## src/rtl/ddr3_sched_pkg.sv

```systemverilog
// Shared definitions for the DDR3 command scheduler: FSM states, command
// encodings, address field positions and DDR3 command pin encodings.
package ddr3_sched_pkg;

    typedef enum logic [2:0] {
        ST_IDLE,
        ST_ACT,
        ST_WAIT_RCD,
        ST_RW,
        ST_WAIT_DONE,
        ST_REF,
        ST_WAIT_RFC
    } state_t;

    // Command field of the CMD FIFO word
    localparam logic [2:0] CMD_READ  = 3'b001;
    localparam logic [2:0] CMD_WRITE = 3'b010;

    // CMD FIFO word layout: {cmd[2:0], sz[1:0], op[2:0], addr[25:0]}
    localparam int CMD_MSB  = 33;
    localparam int CMD_LSB  = 31;
    localparam int ADDR_MSB = 25;

    // Address decode: row / bank / column
    localparam int ROW_MSB = 25;
    localparam int ROW_LSB = 13;
    localparam int BA_MSB  = 12;
    localparam int BA_LSB  = 10;
    localparam int COL_MSB = 9;
    localparam int COL_LSB = 0;

    // DDR3 command pins, active low
    typedef struct packed {
        logic csbar;
        logic rasbar;
        logic casbar;
        logic webar;
    } pins_t;

    localparam pins_t PINS_NOP = 4'b0111;
    localparam pins_t PINS_ACT = 4'b0011;
    localparam pins_t PINS_RD  = 4'b0101;
    localparam pins_t PINS_WR  = 4'b0100;
    localparam pins_t PINS_REF = 4'b0001;

    // Largest of three timing values, used to size the shared wait counter
    function automatic int max3(input int x, input int y, input int z);
        int m;
        m = (x > y) ? x : y;
        return (m > z) ? m : z;
    endfunction

endpackage

```

## src/rtl/ddr3_cmd_scheduler_refresh_timer.sv

```systemverilog
// Refresh interval timer for the DDR3 command scheduler (module
// ddr3_refresh_timer). Counts 0..T_REFI-1 while the memory is ready, raises
// a pending request on every wrap and flags a sticky overrun when a wrap
// arrives before the previous request was serviced. Only instantiated when
// DDR3_SCHED_REFRESH_EN is defined.
module ddr3_refresh_timer #(
    parameter int T_REFI = 2400
) (
    input  logic clk,
    input  logic resetbar,
    input  logic ready,
    input  logic ref_issue,
    output logic ref_pending,
    output logic ref_overrun
);

    localparam int CW = (T_REFI > 2) ? $clog2(T_REFI) : 1;
    localparam logic [CW-1:0] LAST = CW'(T_REFI - 1);

    logic [CW-1:0] ref_count;
    logic          wrap;

    assign wrap = ready && (ref_count == LAST);

    // Interval counter, advancing only while the init engine reports ready
    always_ff @(posedge clk) begin
        if (!resetbar) begin
            ref_count <= '0;
        end else if (ready) begin
            ref_count <= wrap ? '0 : ref_count + CW'(1);
        end
    end

    // Pending request: a wrap wins over the clear so a coincident wrap is kept
    always_ff @(posedge clk) begin
        if (!resetbar) begin
            ref_pending <= 1'b0;
        end else if (wrap) begin
            ref_pending <= 1'b1;
        end else if (ref_issue) begin
            ref_pending <= 1'b0;
        end
    end

    // Sticky overrun: a new interval expired while the last one was still unserviced
    always_ff @(posedge clk) begin
        if (!resetbar) begin
            ref_overrun <= 1'b0;
        end else if (wrap && ref_pending && !ref_issue) begin
            ref_overrun <= 1'b1;
        end
    end

endmodule

```

## src/rtl/ddr3_cmd_scheduler.sv

```systemverilog
// DDR3 command scheduler: pops READ/WRITE requests from a first-word-fall-
// through CMD FIFO and sequences ACT -> RD/WR with auto-precharge, waiting
// out tRCD and the post-access recovery. Optional periodic refresh with
// priority over commands is built in when DDR3_SCHED_REFRESH_EN is defined.
module ddr3_cmd_scheduler
    import ddr3_sched_pkg::*;
#(
    parameter int T_RCD  = 6,
    parameter int T_DONE = 14,
    parameter int T_RFC  = 64,
    parameter int T_REFI = 2400
) (
    input  logic        clk,
    input  logic        resetbar,
    input  logic        ready,
    input  logic        cmd_empty_bar,
    input  logic [33:0] cmd_data,
    output logic        cmd_get,
    input  logic        ret_full_bar,
    output logic        csbar,
    output logic        rasbar,
    output logic        casbar,
    output logic        webar,
    output logic [2:0]  ba,
    output logic [12:0] a,
    output logic        rd_issue,
    output logic        wr_issue,
    output logic [25:0] rw_addr,
    output logic        busy,
    output logic        ref_overrun
);

    localparam int MAX_WAIT = max3(T_RCD, T_DONE, T_RFC);
    localparam int CNT_W    = $clog2(MAX_WAIT + 1);

    state_t             state_q;
    state_t             state_d;
    logic [CNT_W-1:0]   wait_cnt;
    logic               wait_done;
    logic               is_write_q;
    logic [ADDR_MSB:0]  addr_q;
    logic [2:0]         head_cmd;
    logic               head_is_read;
    logic               head_is_write;
    logic               ref_pending;
    logic               pop;
    pins_t              pins;

    // Size and op fields are carried by the FIFO but have no effect here
    logic unused_fields;
    assign unused_fields = ^cmd_data[30:26];

    assign head_cmd      = cmd_data[CMD_MSB:CMD_LSB];
    assign head_is_read  = (head_cmd == CMD_READ);
    assign head_is_write = (head_cmd == CMD_WRITE);
    assign wait_done     = (wait_cnt == '0);

    // A READ may only leave the FIFO when its data has somewhere to go;
    // anything else at the head (including junk commands) pops immediately.
    assign pop = (state_q == ST_IDLE) && resetbar && ready && !ref_pending &&
                 cmd_empty_bar && (!head_is_read || ret_full_bar);

`ifdef DDR3_SCHED_REFRESH_EN
    logic ref_issue;
    assign ref_issue = (state_q == ST_REF);

    ddr3_refresh_timer #(
        .T_REFI(T_REFI)
    ) u_refresh_timer (
        .clk        (clk),
        .resetbar   (resetbar),
        .ready      (ready),
        .ref_issue  (ref_issue),
        .ref_pending(ref_pending),
        .ref_overrun(ref_overrun)
    );
`else
    // Refresh disabled: the interval parameter is accepted but has no effect
    localparam int unused_refi = T_REFI;
    assign ref_pending = 1'b0;
    assign ref_overrun = 1'b0;
`endif

    // State register
    always_ff @(posedge clk) begin
        if (!resetbar) begin
            state_q <= ST_IDLE;
        end else begin
            state_q <= state_d;
        end
    end

    // Next-state logic; refresh is checked before the FIFO head
    always_comb begin
        state_d = state_q;
        case (state_q)
            ST_IDLE: begin
                if (ready && ref_pending) begin
                    state_d = ST_REF;
                end else if (pop && (head_is_read || head_is_write)) begin
                    state_d = ST_ACT;
                end
            end
            ST_ACT:       state_d = ST_WAIT_RCD;
            ST_WAIT_RCD:  if (wait_done) state_d = ST_RW;
            ST_RW:        state_d = ST_WAIT_DONE;
            ST_WAIT_DONE: if (wait_done) state_d = ST_IDLE;
            ST_REF:       state_d = ST_WAIT_RFC;
            ST_WAIT_RFC:  if (wait_done) state_d = ST_IDLE;
            default:      state_d = ST_IDLE;
        endcase
    end

    // Shared wait counter, loaded on entry to each wait state and run down to zero
    always_ff @(posedge clk) begin
        if (!resetbar) begin
            wait_cnt <= '0;
        end else if (state_d != state_q) begin
            case (state_d)
                ST_WAIT_RCD:  wait_cnt <= CNT_W'(T_RCD - 2);
                ST_WAIT_DONE: wait_cnt <= CNT_W'(T_DONE - 1);
                ST_WAIT_RFC:  wait_cnt <= CNT_W'(T_RFC - 2);
                default:      wait_cnt <= '0;
            endcase
        end else if (!wait_done) begin
            wait_cnt <= wait_cnt - CNT_W'(1);
        end
    end

    // Capture the popped request; the FIFO head moves on after the pop
    always_ff @(posedge clk) begin
        if (!resetbar) begin
            is_write_q <= 1'b0;
            addr_q     <= '0;
        end else if (pop && (head_is_read || head_is_write)) begin
            is_write_q <= head_is_write;
            addr_q     <= cmd_data[ADDR_MSB:0];
        end
    end

    // Output decode: NOP everywhere except the single ACT, RD/WR and REF cycles
    always_comb begin
        pins     = PINS_NOP;
        ba       = '0;
        a        = '0;
        rd_issue = 1'b0;
        wr_issue = 1'b0;
        rw_addr  = '0;
        cmd_get  = pop;
        busy     = (state_q != ST_IDLE);
        case (state_q)
            ST_ACT: begin
                pins = PINS_ACT;
                ba   = addr_q[BA_MSB:BA_LSB];
                a    = addr_q[ROW_MSB:ROW_LSB];
            end
            ST_RW: begin
                pins     = is_write_q ? PINS_WR : PINS_RD;
                ba       = addr_q[BA_MSB:BA_LSB];
                a        = {2'b00, 1'b1, addr_q[COL_MSB:COL_LSB]};
                rd_issue = !is_write_q;
                wr_issue = is_write_q;
                rw_addr  = addr_q;
            end
            ST_REF: begin
                pins = PINS_REF;
            end
            default: begin
                pins = PINS_NOP;
            end
        endcase
    end

    assign csbar  = pins.csbar;
    assign rasbar = pins.rasbar;
    assign casbar = pins.casbar;
    assign webar  = pins.webar;

endmodule

```

## config.mk

```make
export PLATFORM = sky130hd
export DESIGN_NAME = ddr3_cmd_scheduler
export DESIGN_NICKNAME = d
export VERILOG_FILES = /design/src/rtl/ddr3_sched_pkg.sv /design/src/rtl/ddr3_cmd_scheduler_refresh_timer.sv /design/src/rtl/ddr3_cmd_scheduler.sv
export SDC_FILE = /design/constraint.sdc
export NUM_CORES = 1
export LEC_CHECK = 0
export ABC_CLOCK_PERIOD_IN_PS = 1600
export CORE_MARGIN = 4
export CORE_UTILIZATION = 39
export DETAILED_ROUTE_END_ITERATION = 7
export PLACE_DENSITY = 0.77
export SLEW_MARGIN = 15
export SYNTH_ARGS = -nofsm -noshare
export SYNTH_HDL_FRONTEND = slang
export SYNTH_SLANG_ARGS = --single-unit
```

## constraint.sdc

```tcl
create_clock -name clk -period 1.6 [get_ports clk]
set_input_delay 0.32 -clock clk [delete_from_list [all_inputs] [get_ports clk]]
set_output_delay 0.32 -clock clk [all_outputs]
set_load 0.005 [all_outputs]
```

==> results of run 1 <==
-- through the flow --
stage	hold slack, ps	setup slack (ps)	TNS (ps)
6_report	383	-246	-7990
5_1_grt	370	-300	-12390
4_1_cts	506	-216	-7410
3_5_place_dp	498	-421	-17480
3_3_place_gp	489	-371	-16740
2_1_floorplan	472	3.40	0
-- metal layers --
metal / GRT usage, % / vias to the layer above / wire [µm]
met5: 0 / - / 0
met3: 6.14 / 42 / 646
met1: 29.8 / 1197 / 3590
met4: 13.6 / 0 / 452
li1: - / 1085 / -
met2: 41.7 / 122 / 4820
-- cell usage in the layout, fill, tap and decap left out, types with 4 or more instances in the layout --
master / instances
clkbuf_8: 5
and3_1: 9
mux2i_1: 24
inv_2: 4
buf_2: 26
mux2i_2: 7
dfxtp_1: 32
nor2b_1: 28
buf_8: 4
o211ai_1: 5
clkdlybuf4s50_1: 29
a21oi_1: 4
nor2_1: 7
and3_4: 18
nand2_1: 6
buf_12: 6
mux2i_4: 5
buf_6: 52
buf_4: 22
nor2_2: 8
-- sequential cells by signal, indices dropped and copies added (netlist names) --
name        count
addr_q         26
wait_cnt        7
state_q         3
is_write_q      1
-- kinds of logic after synthesis --
kind of cell,share of synthesized area (%)
other cells,0.176
flops,34.8
buf+inv,7.24
compound gates,9.65
fa+ha+maj,0.588
mux,17.0
simple gates,28.9
xor+xnor,1.65
-- power groups by stage --
stage	registers (µW)	clock network, µW	logic (µW)
finish	1090	652	1240
global route	1100	696	1310
CTS	1060	654	858
floorplan	1060	0	487
global placement	1080	0	745
detailed placement	1080	0	773
-- synth_stat cells, types with 2 or more instances --
master    count  share of area, %
and3_1       27               7.9
a31oi_1       2              0.59
inv_1         6               1.1
buf_4         3               1.1
nor2b_1      30               8.8
buf_2         3              0.71
xor2_1        2              0.82
nand2_1       7               1.2
clkbuf_1      9               1.6
dfxtp_1      37                35
nor2_1       17               3.0
buf_6         5               2.6
nand2b_1      2              0.59
o211ai_1      5               1.8
nand3_1       2              0.47
nor3b_1       3               1.1
nand3b_1      2              0.71
and2_1        3              0.88
xnor2_1       2              0.82
mux2i_1      36                17
o41ai_1       2              0.82
o21a_1        2              0.71
a21oi_1       6               1.4
-- cell type report --
class / count / area, µm² / area share [%]
clock buffers: 8 / 80.1 / 1.96
inverters: 6 / 22.5 / 0.551
multi-input cells: 171 / 1620 / 39.6
flip-flops and latches: 37 / 752 / 18.4
well taps: 70 / 87.6 / 2.14
repair buffers: 149 / 1530 / 37.3
-- path summary, 6_finish.rpt --
check / start / to / slack (ps) / cells past startpoint
worst max-delay path: state_q[0] / rw_addr[8] / -250 / 7
worst min-delay path: resetbar / is_write_q / 380 / 2
worst max register to register: state_q[1] / addr_q[8] / -160 / 8
worst min register to register: addr_q[23] / addr_q[23] / 550 / 2
-- repair_timing --
item	in CTS	in global routing
endpoints found under the setup margin	82	85
pin swaps	30	25
gates cloned	8	1
resized for setup	254	97
setup buffers	28	13
==> flow_summary.toml, run 1 <==
[outcome]
status = "complete, but fails checks"
violations = "setup timing"

[power]
p_leak_uw = 0.00164
seqPwrFrac_pct = 36.5
pwr-share-clk_pct = 21.8
cellPowerDensity_nw_per_um2 = 731
p_switching_uw = 987
swShare_pct = 33.1
internal-power_uw = 2000
p_total_uw = 2990
power_frac_comb_pct = 41.6
ir_drop_mv = 0.693

[setup_path]
crit_type = "reg -> out"
path_cells = "nor2b_4, buf_12, buf_8, buf_6, buf_6, and3_4, buf_6"
cpMaxStageDelayCell = "dfxtp_2"
cp-start-kind = "flip-flop"
arrival_ps = 1530
cp_max_fo = 3
cp_common_cell = "buf_6"
end_kind = "output pin"
slowest_delay_ps = 350
crit_family = "buffers and inverters"
crit_buf_inv = 5
required_ps = 1280

[route]
drt-wirelength-per-cell_um = 21.6
vias = 2446
ant_nets = 0
drt-initial-drc-count = 123
first_pass_iters = 4
finalWirelength_um = 9510
drc = 0
vias_per_cell = 5.55

[global_routing]
grt_pass1_wl_um = 12800
grt_max_degree = 34
antenna_found_initial = 0
grt-ovfl-total = 0
grt_pass1_vias = 2481
grt_use_total_pct = 25.2

[layout]
post-route-util_pct = 78.5
nets = 410
instances_no_fill = 441
fin_area_um2 = 4090
syn2layout_area_growth_pct = 92.2
insertedDiodeCount = 0
fill_cells = 286
drive_above_1_share_pct = 53.4

[yosys]
synth_seq_cells = 37
synthDistinctLibCells = 43
synthArstFlopShare_pct = 0
avgSynthCellArea_um2 = 9.12
syn_area_um2 = 2130
synth_cells = 233
yosysSeqAreaShare_pct = 34.8
yosysWarnings = 0
synth_edf_count = 0
ys.flop_type = "dfxtp_1"

[die]
num_rows = 26
initial_core_util_pct = 40.8
coreArea_um2 = 5200
die_w_um = 81.8
die-height_um = 81.8
io_pins = 90
die-area_um2 = 6700

[timing]
fin_skew_ps = 7.61
finalWorstSetupSlack_ps = -246
slew_headroom_pct = 61.6
grt_setup_unrepaired = "true"
timing.fmax_mhz = 542
post-route-period-util_pct = 115
hold_viol_final = 0
slew_violations = 0
fin_crit_ps = 1850
setup_viol = 79
worstMarginPinSlew_ps = 573

[job]
maxCapViolCount = 0

[place]
portBuffers = 82
dp_cells = 392
gp_congestion = 0.793
hpwl_um = 4480
place_area_um2 = 3160

[clock_tree]
htree_num_levels = 2
hold_buffers = 0
clock_latency_ps = 300
clock_sinks = 37
clockBufferDepth = 2
numCtsBuffers = 5
cts_root_buf = "clkbuf_8"
cts_tree = "built"
cts.reportedPaths.clkPinSlew_ps = 70

[min_path]
min_path_type = "in -> reg"
Note: power is estimated with default switching activity, not from simulation.
==> run 2, diff against run 1 <==
==> constraint.sdc (replaced) <==
create_clock -name clk -period 1.6 [get_ports clk]
set_input_delay 0.4 -clock clk [delete_from_list [all_inputs] [get_ports clk]]
set_output_delay 0.4 -clock clk [all_outputs]
set_load 0.005 [all_outputs]
==> flow_summary.toml, run 2 (synthesis gave the netlist of run 1 again) <==
[layout]
insertedDiodeCount = 0
mostFrequentLayoutCell = "buf_6"
instances_no_fill = 432
drive_above_1_share_pct = 51.4
largest_reg_flops = 26
largest_register = "addr_q"
final_cell_mix = "44 x buf_6, 33 x dfxtp_1, 29 x mux2i_1"
reg_top3 = "addr_q (26), wait_cnt (7), state_q (3)"
syn2layout_area_growth_pct = 86.2
nets = 402

[clock_tree]
clock_latency_ps = 300
cts_tree = "built"
clockBufferDepth = 2
clock_sinks = 37
numCtsBuffers = 5
htree_num_levels = 2
cts_root_buf = "clkbuf_8"
cts.reportedPaths.clkPinSlew_ps = 80

[place]
hpwl_um = 4420
dp_cells = 394
gp_congestion = 0.788
portBuffers = 82

[timing]
setup_viol = 83
fin_crit_ps = 1830
finalWorstSetupSlack_ps = -233
fin_skew_ps = 4.87
hold_viol_final = 0
grt_setup_unrepaired = "true"
slew_violations = 0
timing.fmax_mhz = 545
post-route-period-util_pct = 115

[global_routing]
antenna_found_initial = 0
grt_pass1_vias = 2421
grt_use_total_pct = 23.6
grt_pass1_wl_um = 12100
grt_max_degree = 34
grt-ovfl-total = 0

[setup_path]
cp_common_cell = "buf_6"
end_kind = "flip-flop"
cp_max_fo = 5
path_cells = "buf_6, nor3_4, buf_4, buf_6, o211a_4, buf_12, clkbuf_16, mux2i_1, nor2b_1"
arrival_ps = 2030
crit_type = "reg -> reg"
slowest_delay_ps = 380
cp-start-kind = "flip-flop"
required_ps = 1800
cpMaxStageDelayCell = "dfxtp_4"

[die]
die_w_um = 81.8
initial_core_util_pct = 40.8
die-height_um = 81.8
num_rows = 26
coreArea_um2 = 5200
io_pins = 90
die-area_um2 = 6700

[power]
ir_drop_mv = 0.805
cellPowerDensity_nw_per_um2 = 724
p_leak_uw = 0.00159
p_total_uw = 2870

[route]
finalWirelength_um = 8990
vias_per_cell = 5.55
drt-initial-drc-count = 170
first_pass_iters = 4
drt-wirelength-per-cell_um = 20.8
ant_nets = 0
vias = 2396
drc = 0

[job]
maxCapViolCount = 0

[min_path]
min_path_type = "reg -> reg"

[outcome]
violations = "setup timing"
status = "complete, but fails checks"
-- run 2: worst paths after layout --
| check | start | end | slack [ps] | cells after the start |
|---|---|---|---|---|
| max | state_q[1] | addr_q[9] | -230 | 9 |
| min reg2reg | addr_q[7] | addr_q[7] | 540 | 2 |
| max reg2reg | state_q[1] | addr_q[9] | -230 | 9 |
| min | addr_q[7] | addr_q[7] | 540 | 2 |
-- run 2: report_power, final --
part / internal, µW / total, µW / switching (µW)
sequential: 991 / 1080 / 87.0
clock: 342 / 692 / 350
combinational: 605 / 1100 / 491
-- run 2: what timing repair did --
item / in CTS / in global routing
hold endpoints to repair: 0 / 0
buffers inserted: 14 / 18
endpoints found under the setup margin: 85 / 85
gates resized for setup: 256 / 79
gates cloned: 6 / 2
hold buffers: 0 / 0
pin swaps: 20 / 24
-- run 2: layout make-up --
class	instances	area (µm²)
Fill cell	314	1250
Tap cell	70	87.6
Inverter	6	22.5
Sequential cell	37	751
Clock buffer	7	86.3
Multi-Input combinational cell	170	1560
Timing Repair Buffer	142	1450
-- run 2: worst max-delay path: cells and delay by family (launching register included) --
family                 cells  cell delay (ps)
buffers and inverters      5              640
flip-flops                 1              380
AND/OR/NAND/NOR            2              270
AO/OA/AOI/OAI              1              220
multiplexers               1              220
-- run 2: routing by layer --
metal | track usage (%) | wire length [µm]
met1 | 28.8 | 3500
met3 | 6.47 | 557
met4 | 9.97 | 307
met5 | 0 | 0
met2 | 38.9 | 4630
-- run 2: through the flow --
stage / TNS, ps / cell area [µm²] / util, % / worst slack, ps / hold slack, ps
floorplan: 0 / 2130 / - / 3.40 / 472
global placement: -23650 / 3160 / 60.8 / -518 / 490
detailed placement: -24920 / 3160 / 60.8 / -522 / 496
CTS: -11020 / 3560 / 68.4 / -215 / 510
global route: -14950 / 3960 / 76.0 / -286 / 571
finish: -11070 / 3960 / 76.0 / -233 / 542
==> run 3, diff against run 2 <==
--- a/config.mk
+++ b/config.mk
@@ -10,6 +10,7 @@
 export CORE_UTILIZATION = 39
 export DETAILED_ROUTE_END_ITERATION = 7
 export PLACE_DENSITY = 0.77
+export SKIP_CTS_REPAIR_TIMING = 1
 export SLEW_MARGIN = 15
 export SYNTH_ARGS = -nofsm -noshare
 export SYNTH_HDL_FRONTEND = slang
==> flow_summary.toml, run 3 (synthesis gave the netlist of run 1 again) <==
[die]
die-height_um = 81.8
die-area_um2 = 6700
initial_core_util_pct = 40.8
die_w_um = 81.8
io_pins = 90
num_rows = 26
coreArea_um2 = 5200

[setup_path]
arrival_ps = 1580
cp_max_fo = 5
cpMaxStageDelayCell = "dfxtp_4"
cp-start-kind = "flip-flop"
ff2ff_path_depth = 7
startpoint = "state_q[0]"
r2r_start = "state_q[1]"
crit_family = "buffers and inverters"
end_kind = "output pin"
required_ps = 1200
slowest_delay_ps = 360
path_cells = "nor2b_4, buf_6, clkbuf_16, buf_8, and3_1, buf_2"
crit_buf_inv = 4
crit_type = "reg -> out"
cp.depth = 6
reg2reg_setup_slack_ps = -150
reg2reg_to = "addr_q[9]"

[timing]
fin_skew_ps = 7.17
hold_viol_final = 0
setup_viol = 78
slew_violations = 0
timing.fmax_mhz = 505
post-route-period-util_pct = 124
hold_ws_ps = 465
finalWorstSetupSlack_ps = -379
grt_setup_unrepaired = "true"
fin_crit_ps = 1980

[clock_tree]
clock_sinks = 37
cts.reportedPaths.clkPinSlew_ps = 70
htree_num_levels = 2
cts_root_buf = "clkbuf_8"
clock_latency_ps = 310
numCtsBuffers = 5
cts_tree = "built"
clockBufferDepth = 2

[min_path]
min_delay_path_depth = 2
min_from = "resetbar"
holdPathEnd = "is_write_q"
min_path_type = "in -> reg"

[power]
internal-power_uw = 1900
p_leak_uw = 0.00165
ir_drop_mv = 0.630
seqPwrFrac_pct = 38.9
swShare_pct = 31.2
pwr-share-clk_pct = 24.9
p_switching_uw = 863
cellPowerDensity_nw_per_um2 = 702
power_frac_comb_pct = 36.3
p_total_uw = 2770

[route]
vias = 2389
finalWirelength_um = 9040
drc = 0
first_pass_iters = 4
drt-wirelength-per-cell_um = 20.5
vias_per_cell = 5.42
drt-initial-drc-count = 169
ant_nets = 0

[job]
maxCapViolCount = 0

[place]
portBuffers = 82
place_area_um2 = 3160
gp_congestion = 0.788
hpwl_um = 4420
dp_slack_ps = -522

[global_routing]
antenna_found_initial = 0
grt_pass1_vias = 2043
grt_max_degree = 40
grt_pass1_wl_um = 9800
grt_use_total_pct = 18.9
grt-ovfl-total = 0

[layout]
reg_top3 = "addr_q (26), wait_cnt (7), state_q (3)"
nets = 411
fin_area_um2 = 3940
drive_above_1_share_pct = 47.7
multi_input_comb_area_um2 = 1470
area.sequential_um2 = 753
post-route-util_pct = 75.7
final_cell_mix = "41 x buf_6, 33 x mux2i_1, 33 x dfxtp_1"
syn2layout_area_growth_pct = 85.3
insertedDiodeCount = 0
mostFrequentLayoutCell = "buf_6"
largest_reg_flops = 26
largest_register = "addr_q"
fill_cells = 314

[outcome]
status = "complete, but fails checks"
violations = "setup timing"
==> run 3: cell types whose count changed in the layout (fill, tap and decap cells not counted), moves of 3 or more <==
cell | before | now
nor2_1 | 11 | 15
clkbuf_16 | 2 | 8
dlygate4sd2_1 | 5 | 0
nor2_2 | 6 | 1
mux2i_1 | 29 | 33
buf_4 | 24 | 28
dlymetal6s2s_1 | 2 | 7
buf_6 | 44 | 41
clkbuf_2 | 5 | 10
==> run 3: area by class of cell <==
type                    count  area share, %
repair buffers            151           38.7
multi-input cells         170           37.2
flip-flops and latches     37           19.1
well taps                  70           2.22
clock buffers               7           2.19
inverters                   6          0.572
==> run 3: worst reg2reg max path: stages, from the launching register on <==
cell	delay (ps)
dfxtp_4	360
buf_6	130
nor3_4	220
buf_6	140
o211a_4	280
clkbuf_16	210
mux2i_1	240
nor2b_1	70
==> run 3: how the worst max path moves through the flow <==
| stage | to | slack (ps) |
|---|---|---|
| finish | rw_addr[4] | -380 |
| global route | rw_addr[4] | -420 |
| CTS | rw_addr[0] | -580 |
| detailed placement | cmd_get | -520 |
| global placement | cmd_get | -520 |
| floorplan | state_q[1] | 3 |
==> run 3: power groups by stage <==
stage               registers (µW)  logic, µW  clock network, µW
floorplan                     1060        487                  0
global placement              1080        769                  0
detailed placement            1080        787                  0
CTS                           1060        791                671
global route                  1090       1080                744
finish                        1080       1000                688
==> run 3: stage by stage <==
step	TNS, ps	std cells
after floorplan	0	234
after global placement	-23650	394
after detailed placement	-24920	394
after CTS	-30750	401
after global routing	-16640	441
final	-12810	441
==> run 3: metal layers <==
metal  track usage, %  up-vias  part of all wire [%]
li1                 -     1082                     -
met1             24.4     1171                    40
met2             31.1      110                    50
met3             4.82       26                   6.8
met4             5.15        0                   3.6
met5                0        -                     0
